### src/rtl/pe_operand_feeder.sv
// pe_operand_feeder
//   Transmit end of the PE operand interface. Buffers one vector of (a,b,c)
//   operand triples loaded from the controller/memory side, then streams them
//   into a PE (or the head of a PE chain) on its a/b/c/enable inputs. When the
//   stream stalls, enable drops and the operands hold their previous values,
//   which matches the PE's own hold behaviour.
//
// Ports
//   clk       rising-edge clock
//   reset     asynchronous, active-low reset
//   wr_valid  load beat valid
//   wr_ready  feeder can accept a load beat (only in IDLE with buffer space)
//   wr_a/b/c  operand triple for the entry being written
//   start     begin streaming the loaded entries
//   stall     downstream hold request while streaming
//   enable    PE enable; a/b/c are valid this cycle
//   a/b/c     operands to the PE
//   busy      high while streaming and draining
//   done      one-cycle pulse when the drain completes
//   count     number of loaded entries
//
// All outputs are registered.

module pe_operand_feeder #(
  parameter int WIDTH        = 8,
  parameter int DEPTH        = 8,
  parameter int DRAIN_CYCLES = 2
) (
  input  logic                       clk,
  input  logic                       reset,
  input  logic                       wr_valid,
  output logic                       wr_ready,
  input  logic [WIDTH-1:0]           wr_a,
  input  logic [WIDTH-1:0]           wr_b,
  input  logic [WIDTH-1:0]           wr_c,
  input  logic                       start,
  input  logic                       stall,
  output logic                       enable,
  output logic [WIDTH-1:0]           a,
  output logic [WIDTH-1:0]           b,
  output logic [WIDTH-1:0]           c,
  output logic                       busy,
  output logic                       done,
  output logic [$clog2(DEPTH):0]     count
);

  localparam int AW = $clog2(DEPTH);
  localparam int CW = AW + 1;
  localparam int DW = (DRAIN_CYCLES < 1) ? 1 : $clog2(DRAIN_CYCLES + 1);

  typedef enum logic [1:0] {
    IDLE   = 2'd0,
    STREAM = 2'd1,
    DRAIN  = 2'd2
  } state_t;

  state_t          state;
  logic [CW-1:0]   rd_ptr;
  logic [CW-1:0]   len;
  logic [DW-1:0]   drain_cnt;

  logic [WIDTH-1:0] mem_a [DEPTH];
  logic [WIDTH-1:0] mem_b [DEPTH];
  logic [WIDTH-1:0] mem_c [DEPTH];

  logic             accept;
  logic [CW-1:0]    count_nxt;
  logic [WIDTH-1:0] first_a;
  logic [WIDTH-1:0] first_b;
  logic [WIDTH-1:0] first_c;

  // A load beat is only taken in IDLE; wr_ready is already low elsewhere,
  // the explicit state term keeps the write enable self-evidently safe.
  always_comb begin
    accept    = 1'b0;
    count_nxt = count;
    first_a   = mem_a[0];
    first_b   = mem_b[0];
    first_c   = mem_c[0];
    if (state == IDLE && wr_valid && wr_ready) begin
      accept    = 1'b1;
      count_nxt = count + CW'(1);
    end
    // start arriving together with the very first load beat: entry 0 is
    // being written this cycle, so forward the incoming triple directly.
    if (accept && count == '0) begin
      first_a = wr_a;
      first_b = wr_b;
      first_c = wr_c;
    end
  end

  // Operand buffer; contents survive a stream and are simply overwritten
  // from entry 0 by the next load.
  always_ff @(posedge clk) begin
    if (accept) begin
      mem_a[count[AW-1:0]] <= wr_a;
      mem_b[count[AW-1:0]] <= wr_b;
      mem_c[count[AW-1:0]] <= wr_c;
    end
  end

  // Control FSM with registered outputs. The start cycle itself issues the
  // first beat (unless stalled), so the first enable appears one cycle after
  // start. The transition to DRAIN happens on the edge that issues the last
  // beat, so enable is high for exactly L cycles.
  always_ff @(posedge clk or negedge reset) begin
    if (!reset) begin
      state     <= IDLE;
      rd_ptr    <= '0;
      len       <= '0;
      drain_cnt <= '0;
      count     <= '0;
      wr_ready  <= 1'b1;
      enable    <= 1'b0;
      a         <= '0;
      b         <= '0;
      c         <= '0;
      busy      <= 1'b0;
      done      <= 1'b0;
    end else begin
      done <= 1'b0;
      case (state)
        IDLE: begin
          count  <= count_nxt;
          enable <= 1'b0;
          if (start && count_nxt != '0) begin
            len      <= count_nxt;
            busy     <= 1'b1;
            wr_ready <= 1'b0;
            if (!stall) begin
              enable    <= 1'b1;
              a         <= first_a;
              b         <= first_b;
              c         <= first_c;
              rd_ptr    <= CW'(1);
              drain_cnt <= '0;
              state     <= (count_nxt == CW'(1)) ? DRAIN : STREAM;
            end else begin
              rd_ptr <= '0;
              state  <= STREAM;
            end
          end else begin
            wr_ready <= (count_nxt < CW'(DEPTH));
          end
        end

        STREAM: begin
          if (!stall) begin
            enable <= 1'b1;
            a      <= mem_a[rd_ptr[AW-1:0]];
            b      <= mem_b[rd_ptr[AW-1:0]];
            c      <= mem_c[rd_ptr[AW-1:0]];
            rd_ptr <= rd_ptr + CW'(1);
            if (rd_ptr == len - CW'(1)) begin
              drain_cnt <= '0;
              state     <= DRAIN;
            end
          end else begin
            // Operands keep their last values while enable is low.
            enable <= 1'b0;
          end
        end

        DRAIN: begin
          enable <= 1'b0;
          a      <= '0;
          b      <= '0;
          c      <= '0;
          if (drain_cnt == DW'(DRAIN_CYCLES)) begin
            state    <= IDLE;
            done     <= 1'b1;
            busy     <= 1'b0;
            count    <= '0;
            wr_ready <= 1'b1;
          end else begin
            drain_cnt <= drain_cnt + DW'(1);
          end
        end

        default: begin
          state <= IDLE;
        end
      endcase
    end
  end

endmodule

### config.mk
export PLATFORM = sky130hd
export DESIGN_NAME = pe_operand_feeder
export DESIGN_NICKNAME = d
export VERILOG_FILES = /design/src/rtl/pe_operand_feeder.sv
export SDC_FILE = /design/constraint.sdc
export NUM_CORES = 1
export LEC_CHECK = 0
export CELL_PAD_IN_SITES_DETAIL_PLACEMENT = 0
export CELL_PAD_IN_SITES_GLOBAL_PLACEMENT = 1
export CORE_MARGIN = 1
export CORE_UTILIZATION = 45
export CTS_BUF_LIST = sky130_fd_sc_hd__clkbuf_4 sky130_fd_sc_hd__clkbuf_8
export CTS_CLUSTER_DIAMETER = 60
export DETAILED_ROUTE_END_ITERATION = 8
export PLACE_DENSITY_LB_ADDON = 0.05
export SLEW_MARGIN = 30
export SYNTH_ARGS = -nofsm -noshare
export SYNTH_HDL_FRONTEND = slang
export SYNTH_SLANG_ARGS = --single-unit
### constraint.sdc
create_clock -name clk -period 3.4 [get_ports clk]
set_input_delay 0.34 -clock clk [delete_from_list [all_inputs] [get_ports clk]]
set_output_delay 0.34 -clock clk [all_outputs]
set_load 0.1 [all_outputs]
==> impl_metrics.toml, run 1 <==
[status]
run_status = "finished, final reports clean"

[grt]
globalRouteOverflowTotal = 0
gr-usage-all-layers_pct = 20.6
pin_count_of_the_biggest_net_entering_global_routing = 35
antenna_violations_before_repair = 0
global_route_wire_length_before_repair_mm = 33.7
first_global_vias = 5763

[cells_and_area]
syn_to_final_growth_pct = 19.0
num-fill-cells = 1754
diodes = 0
final_layout_size_suffix_gt1_share_pct = 27.6
instances_no_fill = 946
fin_area_mm2 = 0.0119
final_core_utilization_pct = 54.5
final_nets = 672

[timing]
tns_ns = 0
holdWs_ns = 0.453
max_clock_freq_mhz = 364
tightest_slew_ns = 0.977
rsz_0062_raised_after_global_routing = "no"
setup_ws_ns = 0.654
slew_viol_final = 0
relSlewSlack_pct = 34.7
fin_crit_ns = 2.75
clock-skew-final_ns = 0.0311
period_utilization_post_route_pct = 80.8
finalSetupViolCount = 0
report.final.hold_viol_count = 0

[power_and_ir_drop]
power_leakage_nw = 4.18
vdd_drop_max_mv = 0.452
power_mw = 11.0
power_density_mw_per_mm2 = 928

[drt]
drt_drc_violations_left = 0
wl_per_cell_um = 23.0
ant_nets = 0
drt-total-wl_mm = 21.8
vias = 5290
vias_per_cell = 5.59
drt-initial-drc-count = 217
1st_pass_router_iterations = 4

[placed_design]
gp_congestion = 0.754
place.detailed.instances = 871
place.port_buffers = 60
place_area_mm2 = 0.0110
dp_hpwl_mm = 12.3
dp_slack_ns = 0.589

[clock_network]
post_cts_sizing = 0
postCtsSetupBuffers = 0
cts_sinks = 236
cts.reportedPaths.clkPinSlew_ns = 0.06
cts_buffer_depth = 3
tritoncts_clock_tree = "built"
clock_insertion_delay_worst_skew_ns = 0.55
hold_buffers = 1
cts_root_buffer = "sky130_fd_sc_hd__clkbuf_8"
ctsHtreeMaxLevel = 2
cts-buffers-inserted = 40

[floorplanning]
design.die.area_mm2 = 0.0228
floorplan.die.height_um = 151
start_util_pct = 45.8
die_width_um = 151
fp-row-count = 54
core_box_area_mm2 = 0.0218
ioPinCount = 61

[flow_run]
max_cap_violations = 0

[setup_path]
worst_path_bufs_invs = 1
worstRegToRegCells = 7
r2r-start = "state[0]$_DFFE_PN0P_"
critPathLaunch = "state[0]$_DFFE_PN0P_"
slowest_stage = "sky130_fd_sc_hd__or4b_4"
critical_path.endpoint = "a[4]$_DFFE_PN0P_"
max_incr_delay_on_cp_ns = 0.89
regToRegSetupSlack_ns = 0.65
critical_path.top_delay_family = "simple AND/OR/NAND/NOR gates"
crit-reg2reg-capture = "a[4]$_DFFE_PN0P_"
worstSetupPathType = "reg -> reg"
critPathCaptureType = "flip-flop"
cp_max_fo = 24
cp_depth = 7
cp_data_required_time_ns = 3.80
crit_arrival_ns = 3.15
timing.critical_path.from_type = "flip-flop"
timing.critical_path.cells = "inv_1 > ha_1 > nand3_4 > or4b_4 > mux2i_1 > o22ai_1 > mux2_4"

[synthesis]
ys_ff_latch = 236
ys_top_cells_by_area = "sky130_fd_sc_hd__edfxtp_1 (58%), sky130_fd_sc_hd__mux4_2 (11%), sky130_fd_sc_hd__dfrtp_1 (11%)"
synth.net_count = 580
synthDistinctLibCells = 54
netlist_instances = 542
post_synth_instance_area_mm2 = 0.00999
ys_seq_area_share_pct = 68.7
synth_largest_type_area_fraction_pct = 57.7
ys.flop_type = "sky130_fd_sc_hd__edfxtp_1"
synthMostInstantiatedCell = "sky130_fd_sc_hd__edfxtp_1"
edff_count_synth = 192
netlist_top_cells_count = "sky130_fd_sc_hd__edfxtp_1 (192), sky130_fd_sc_hd__mux2i_1 (48), sky130_fd_sc_hd__mux4_2 (48), sky130_fd_sc_hd__dfrtp_1 (43), sky130_fd_sc_hd__o22ai_1 (24)"
post_synthesis_area_per_instance_um2 = 18.4
post_synthesis_async_set_or_reset_flop_share_pct = 18.6
post-synth-top-area-cell = "sky130_fd_sc_hd__edfxtp_1"
synth.yosys.warnings = 0

[hold_path]
hp-class = "in -> async"
-- worst min path at each step --
| stage | start | to | cells past startpoint |
|---|---|---|---|
| 2_1_floorplan | reset | a[0]$_DFFE_PN0P_ | 0 |
| 3_3_place_gp | reset | enable$_DFFE_PN0P_ | 1 |
| 3_5_place_dp | reset | enable$_DFFE_PN0P_ | 1 |
| 4_1_cts | reset | b[5]$_DFFE_PN0P_ | 2 |
| 5_1_grt | reset | b[5]$_DFFE_PN0P_ | 2 |
| 6_report | reset | b[5]$_DFFE_PN0P_ | 2 |
-- sequential cells by signal, indices dropped and copies added (netlist names) --
name	flops
b	8
rd_ptr	4
a	8
len	4
wr_ready	1
state	2
drain_cnt	2
enable	1
done	1
mem_a	64
mem_b	64
c	8
count	4
busy	1
mem_c	64
-- worst register-to-register path: cells and delay by family (launching register included) --
kind / cells / cell delay, ns
muxes: 2 / 0.55
and+or+nand+nor: 2 / 1.16
AOI/OAI and AO/OA: 1 / 0.10
DFF: 1 / 0.40
buffers and inverters: 1 / 0.11
adders and majority gates: 1 / 0.31
-- logic make-up (layout without fill, tap and decap cells) --
logic type	Yosys count	after routing	share of synthesized area, %
mux	122	122	19.4
flops	236	236	68.7
simple gates	58	58	3.22
buf+inv	45	169	2.37
fa+ha+maj	9	9	1.13
xor+xnor	9	9	0.789
compound gates	63	63	4.38
-- cell type report --
class | instances | area (um2) | area share [%]
flip-flops and latches | 236 | 6870 | 57.8
multi-input cells | 261 | 2960 | 24.9
repair buffers | 83 | 803 | 6.76
clock buffers | 55 | 688 | 5.79
well taps | 280 | 350 | 2.95
clock inverters | 19 | 176 | 1.48
inverters | 12 | 45.0 | 0.379
-- power by group --
part | total (mW) | internal [mW] | switching (mW)
logic | 4.47 | 1.77 | 2.70
registers | 3.90 | 3.53 | 0.362
clock network | 2.67 | 1.55 | 1.11
total | 11.0 | 6.86 | 4.17
-- layout by cell type (no fill, tap or decap), types with 2 or more instances in the layout --
| cell type | count |
|---|---|
| sky130_fd_sc_hd__dfrtp_1 | 41 |
| sky130_fd_sc_hd__nand2_1 | 16 |
| sky130_fd_sc_hd__nor2_1 | 7 |
| sky130_fd_sc_hd__nand2b_1 | 5 |
| sky130_fd_sc_hd__mux4_2 | 48 |
| sky130_fd_sc_hd__xnor2_1 | 8 |
| sky130_fd_sc_hd__ha_1 | 9 |
| sky130_fd_sc_hd__nand4_1 | 2 |
| sky130_fd_sc_hd__a311o_1 | 2 |
| sky130_fd_sc_hd__clkbuf_4 | 11 |
| sky130_fd_sc_hd__edfxtp_1 | 192 |
| sky130_fd_sc_hd__o21ai_0 | 11 |
| sky130_fd_sc_hd__mux2_2 | 6 |
| sky130_fd_sc_hd__nor3_4 | 4 |
| sky130_fd_sc_hd__mux2i_1 | 48 |
| sky130_fd_sc_hd__o31ai_1 | 2 |
| sky130_fd_sc_hd__clkdlybuf4s50_1 | 57 |
| sky130_fd_sc_hd__or3_1 | 2 |
| sky130_fd_sc_hd__clkinv_1 | 7 |
| sky130_fd_sc_hd__o211ai_1 | 3 |
| sky130_fd_sc_hd__inv_1 | 12 |
| sky130_fd_sc_hd__nor3_1 | 4 |
| sky130_fd_sc_hd__buf_12 | 3 |
| sky130_fd_sc_hd__buf_4 | 21 |
| sky130_fd_sc_hd__nand3_1 | 4 |
| sky130_fd_sc_hd__clkinv_2 | 7 |
| sky130_fd_sc_hd__a21oi_1 | 6 |
| sky130_fd_sc_hd__clkbuf_8 | 44 |
| sky130_fd_sc_hd__bufinv_16 | 3 |
| sky130_fd_sc_hd__o22ai_1 | 24 |
| sky130_fd_sc_hd__and2_1 | 3 |
| sky130_fd_sc_hd__nor2_2 | 3 |
| sky130_fd_sc_hd__a211oi_1 | 2 |
| sky130_fd_sc_hd__mux2_4 | 19 |
-- per-layer routing --
metal	global-route usage, %	share of wire (%)	up-vias
li1	-	-	2375
met1	28.0	45	2758
met2	33.2	49	119
met3	3.46	3.6	38
met4	8.25	2.5	0
met5	0	0	-
(Power assumes the default switching activity.)
==> run 2, diff against run 1 <==
- clock period: 3.4 -> 2.4 ns (I/O delays scaled with it)
==> impl_metrics.toml, run 2 (synthesis results as in run 1) <==
[timing]
report.final.hold_viol_count = 0
relSlewSlack_pct = 59.7
setup_ws_ns = 0.105
max_clock_freq_mhz = 436
tns_ns = 0
rsz_0062_raised_after_global_routing = "no"
tightest_slew_ns = 0.597
period_utilization_post_route_pct = 95.6
clock-skew-final_ns = 0.0116
slew_viol_final = 0
fin_crit_ns = 2.29
finalSetupViolCount = 0

[setup_path]
timing.critical_path.cells = "inv_1 > ha_2 > nand3_4 > or4b_4 > buf_4 > mux2i_1 > o22ai_1 > mux2_4"
critPathLaunch = "state[1]$_DFFE_PN0P_"
critical_path.top_delay_family = "simple AND/OR/NAND/NOR gates"
timing.critical_path.from_type = "flip-flop"
worstRegToRegCells = 8
cp_data_required_time_ns = 2.81
max_incr_delay_on_cp_ns = 0.57
regToRegSetupSlack_ns = 0.11
cp_max_fo = 8
crit_arrival_ns = 2.70
crit-reg2reg-capture = "b[4]$_DFFE_PN0P_"
worstSetupPathType = "reg -> reg"
slowest_stage = "sky130_fd_sc_hd__or4b_4"
critPathCaptureType = "flip-flop"
worst_path_bufs_invs = 2
r2r-start = "state[1]$_DFFE_PN0P_"

[clock_network]
cts_buffer_depth = 3
ctsHtreeMaxLevel = 2
cts_root_buffer = "sky130_fd_sc_hd__clkbuf_8"
clock_insertion_delay_worst_skew_ns = 0.53
postCtsSetupBuffers = 0
tritoncts_clock_tree = "built"
cts.reportedPaths.clkPinSlew_ns = 0.06
cts-buffers-inserted = 41
cts_sinks = 236

[grt]
globalRouteOverflowTotal = 0
pin_count_of_the_biggest_net_entering_global_routing = 29
gr-usage-all-layers_pct = 21.1
global_route_wire_length_before_repair_mm = 34.7
antenna_violations_before_repair = 0
first_global_vias = 5751

[drt]
top_signal_layer_used = "met4"
ant_nets = 0
met3RoutedLength_um = 954
met2WireLength_mm = 11.1
m1_wl_mm = 10.2
drt-initial-drc-count = 309
wl_per_cell_um = 23.4
drt_drc_violations_left = 0
drt-total-wl_mm = 22.7
vias = 5429
1st_pass_router_iterations = 6
vias_per_cell = 5.60

[floorplanning]
start_util_pct = 45.8
core_box_area_mm2 = 0.0218
ioPinCount = 61
fp-row-count = 54
design.die.area_mm2 = 0.0228
die_width_um = 151
floorplan.die.height_um = 151

[cells_and_area]
syn_to_final_growth_pct = 22.4
leading_cell_type_in_the_layout_fill_and_taps_excluded = "sky130_fd_sc_hd__edfxtp_1"
final_layout_size_suffix_gt1_share_pct = 35.9
final_nets = 696
final_core_utilization_pct = 56.1
instances_no_fill = 970
diodes = 0
layout.cells.most_common_list = "sky130_fd_sc_hd__edfxtp_1 (192), sky130_fd_sc_hd__buf_4 (61), sky130_fd_sc_hd__clkbuf_8 (52), sky130_fd_sc_hd__mux4_2 (48), sky130_fd_sc_hd__mux2i_1 (48)"

[placed_design]
dp_slack_ns = -0.0122
place.detailed.instances = 894
gp_congestion = 0.787
place.port_buffers = 60
dp_hpwl_mm = 12.8

[hold_path]
hp-class = "in -> async"

[status]
run_status = "finished, final reports clean"

[power_and_ir_drop]
vdd_drop_max_mv = 0.864
power_density_mw_per_mm2 = 1330
power_leakage_nw = 4.40

[flow_run]
max_cap_violations = 0
[run 2: changes by cell type in the layout (fill, tap and decap cells not counted), sizes merged]
cell           before  now
buf                25   78
clkdlybuf4s50      57   27
clkbuf             55   65
clkinv             15    6
bufinv              3    2
clkinvlp            0    1
[run 2: how the worst max path moves through the flow]
| stage | endpoint | slack, ns | cells after the start |
|---|---|---|---|
| after global routing | b[4]$_DFFE_PN0P_ | 0.003 | 8 |
| final | b[4]$_DFFE_PN0P_ | 0.11 | 8 |
| after floorplan | mem_a[4][0]$_DFFE_PP_ | -0.10 | 3 |
| after CTS | b[4]$_DFFE_PN0P_ | 0.05 | 8 |
| after global placement | c[1]$_DFFE_PN0P_ | 0.02 | 7 |
| after detailed placement | b[4]$_DFFE_PN0P_ | -0.01 | 7 |
[run 2: what timing repair did]
action / CTS / global route
setup endpoints to repair: 0 / 31
hold buffers: 1 / 0
endpoints found under the hold margin: 18 / 0
resized for setup: 0 / 2
[run 2: layout make-up]
cell class / count / area [um2]
Fill cell: 1694 / 9590
Sequential cell: 236 / 6890
Multi-Input combinational cell: 261 / 2970
Timing Repair Buffer: 106 / 1060
Clock buffer: 65 / 813
Tap cell: 280 / 350
Clock inverter: 10 / 103
Inverter: 12 / 45.0
[run 2: where the power goes]
group / switching, mW / internal [mW]
Clock: 1.61 / 2.37
Combinational: 4.08 / 2.79
Sequential: 0.368 / 5.02
Total: 6.06 / 10.2
[run 2: metal layers]
layer	track usage [%]	vias to the layer above
met1	28.8	2838
met5	0	-
met4	5.90	0
li1	-	2423
met3	3.46	34
met2	35.0	134
[run 2: worst register-to-register path, stage by stage (launching register included)]
cell and delay [ns]:
sky130_fd_sc_hd__dfrtp_1 0.37, sky130_fd_sc_hd__inv_1 0.09, sky130_fd_sc_hd__ha_2 0.24, sky130_fd_sc_hd__nand3_4 0.12, sky130_fd_sc_hd__or4b_4 0.57, sky130_fd_sc_hd__buf_4 0.22, sky130_fd_sc_hd__mux2i_1 0.17, sky130_fd_sc_hd__o22ai_1 0.10
sky130_fd_sc_hd__mux2_4 0.28
[run 2: per-stage QoR]
step / hold slack (ns) / instance area (um2) / power (mW)
after floorplan: -0.0556 / 10100 / 10.5
after global placement: 0.242 / 11300 / 12.3
after detailed placement: 0.240 / 11300 / 12.4
after CTS: 0.204 / 12200 / 16.4
after global routing: 0.251 / 12200 / 17.0
final: 0.203 / 12200 / 16.2
==> run 3, diff against run 2 <==
- CORE_MARGIN: 1 -> not set
==> results of run 3 <==
Final layout, timing and power as in run 2 (identical DEF).
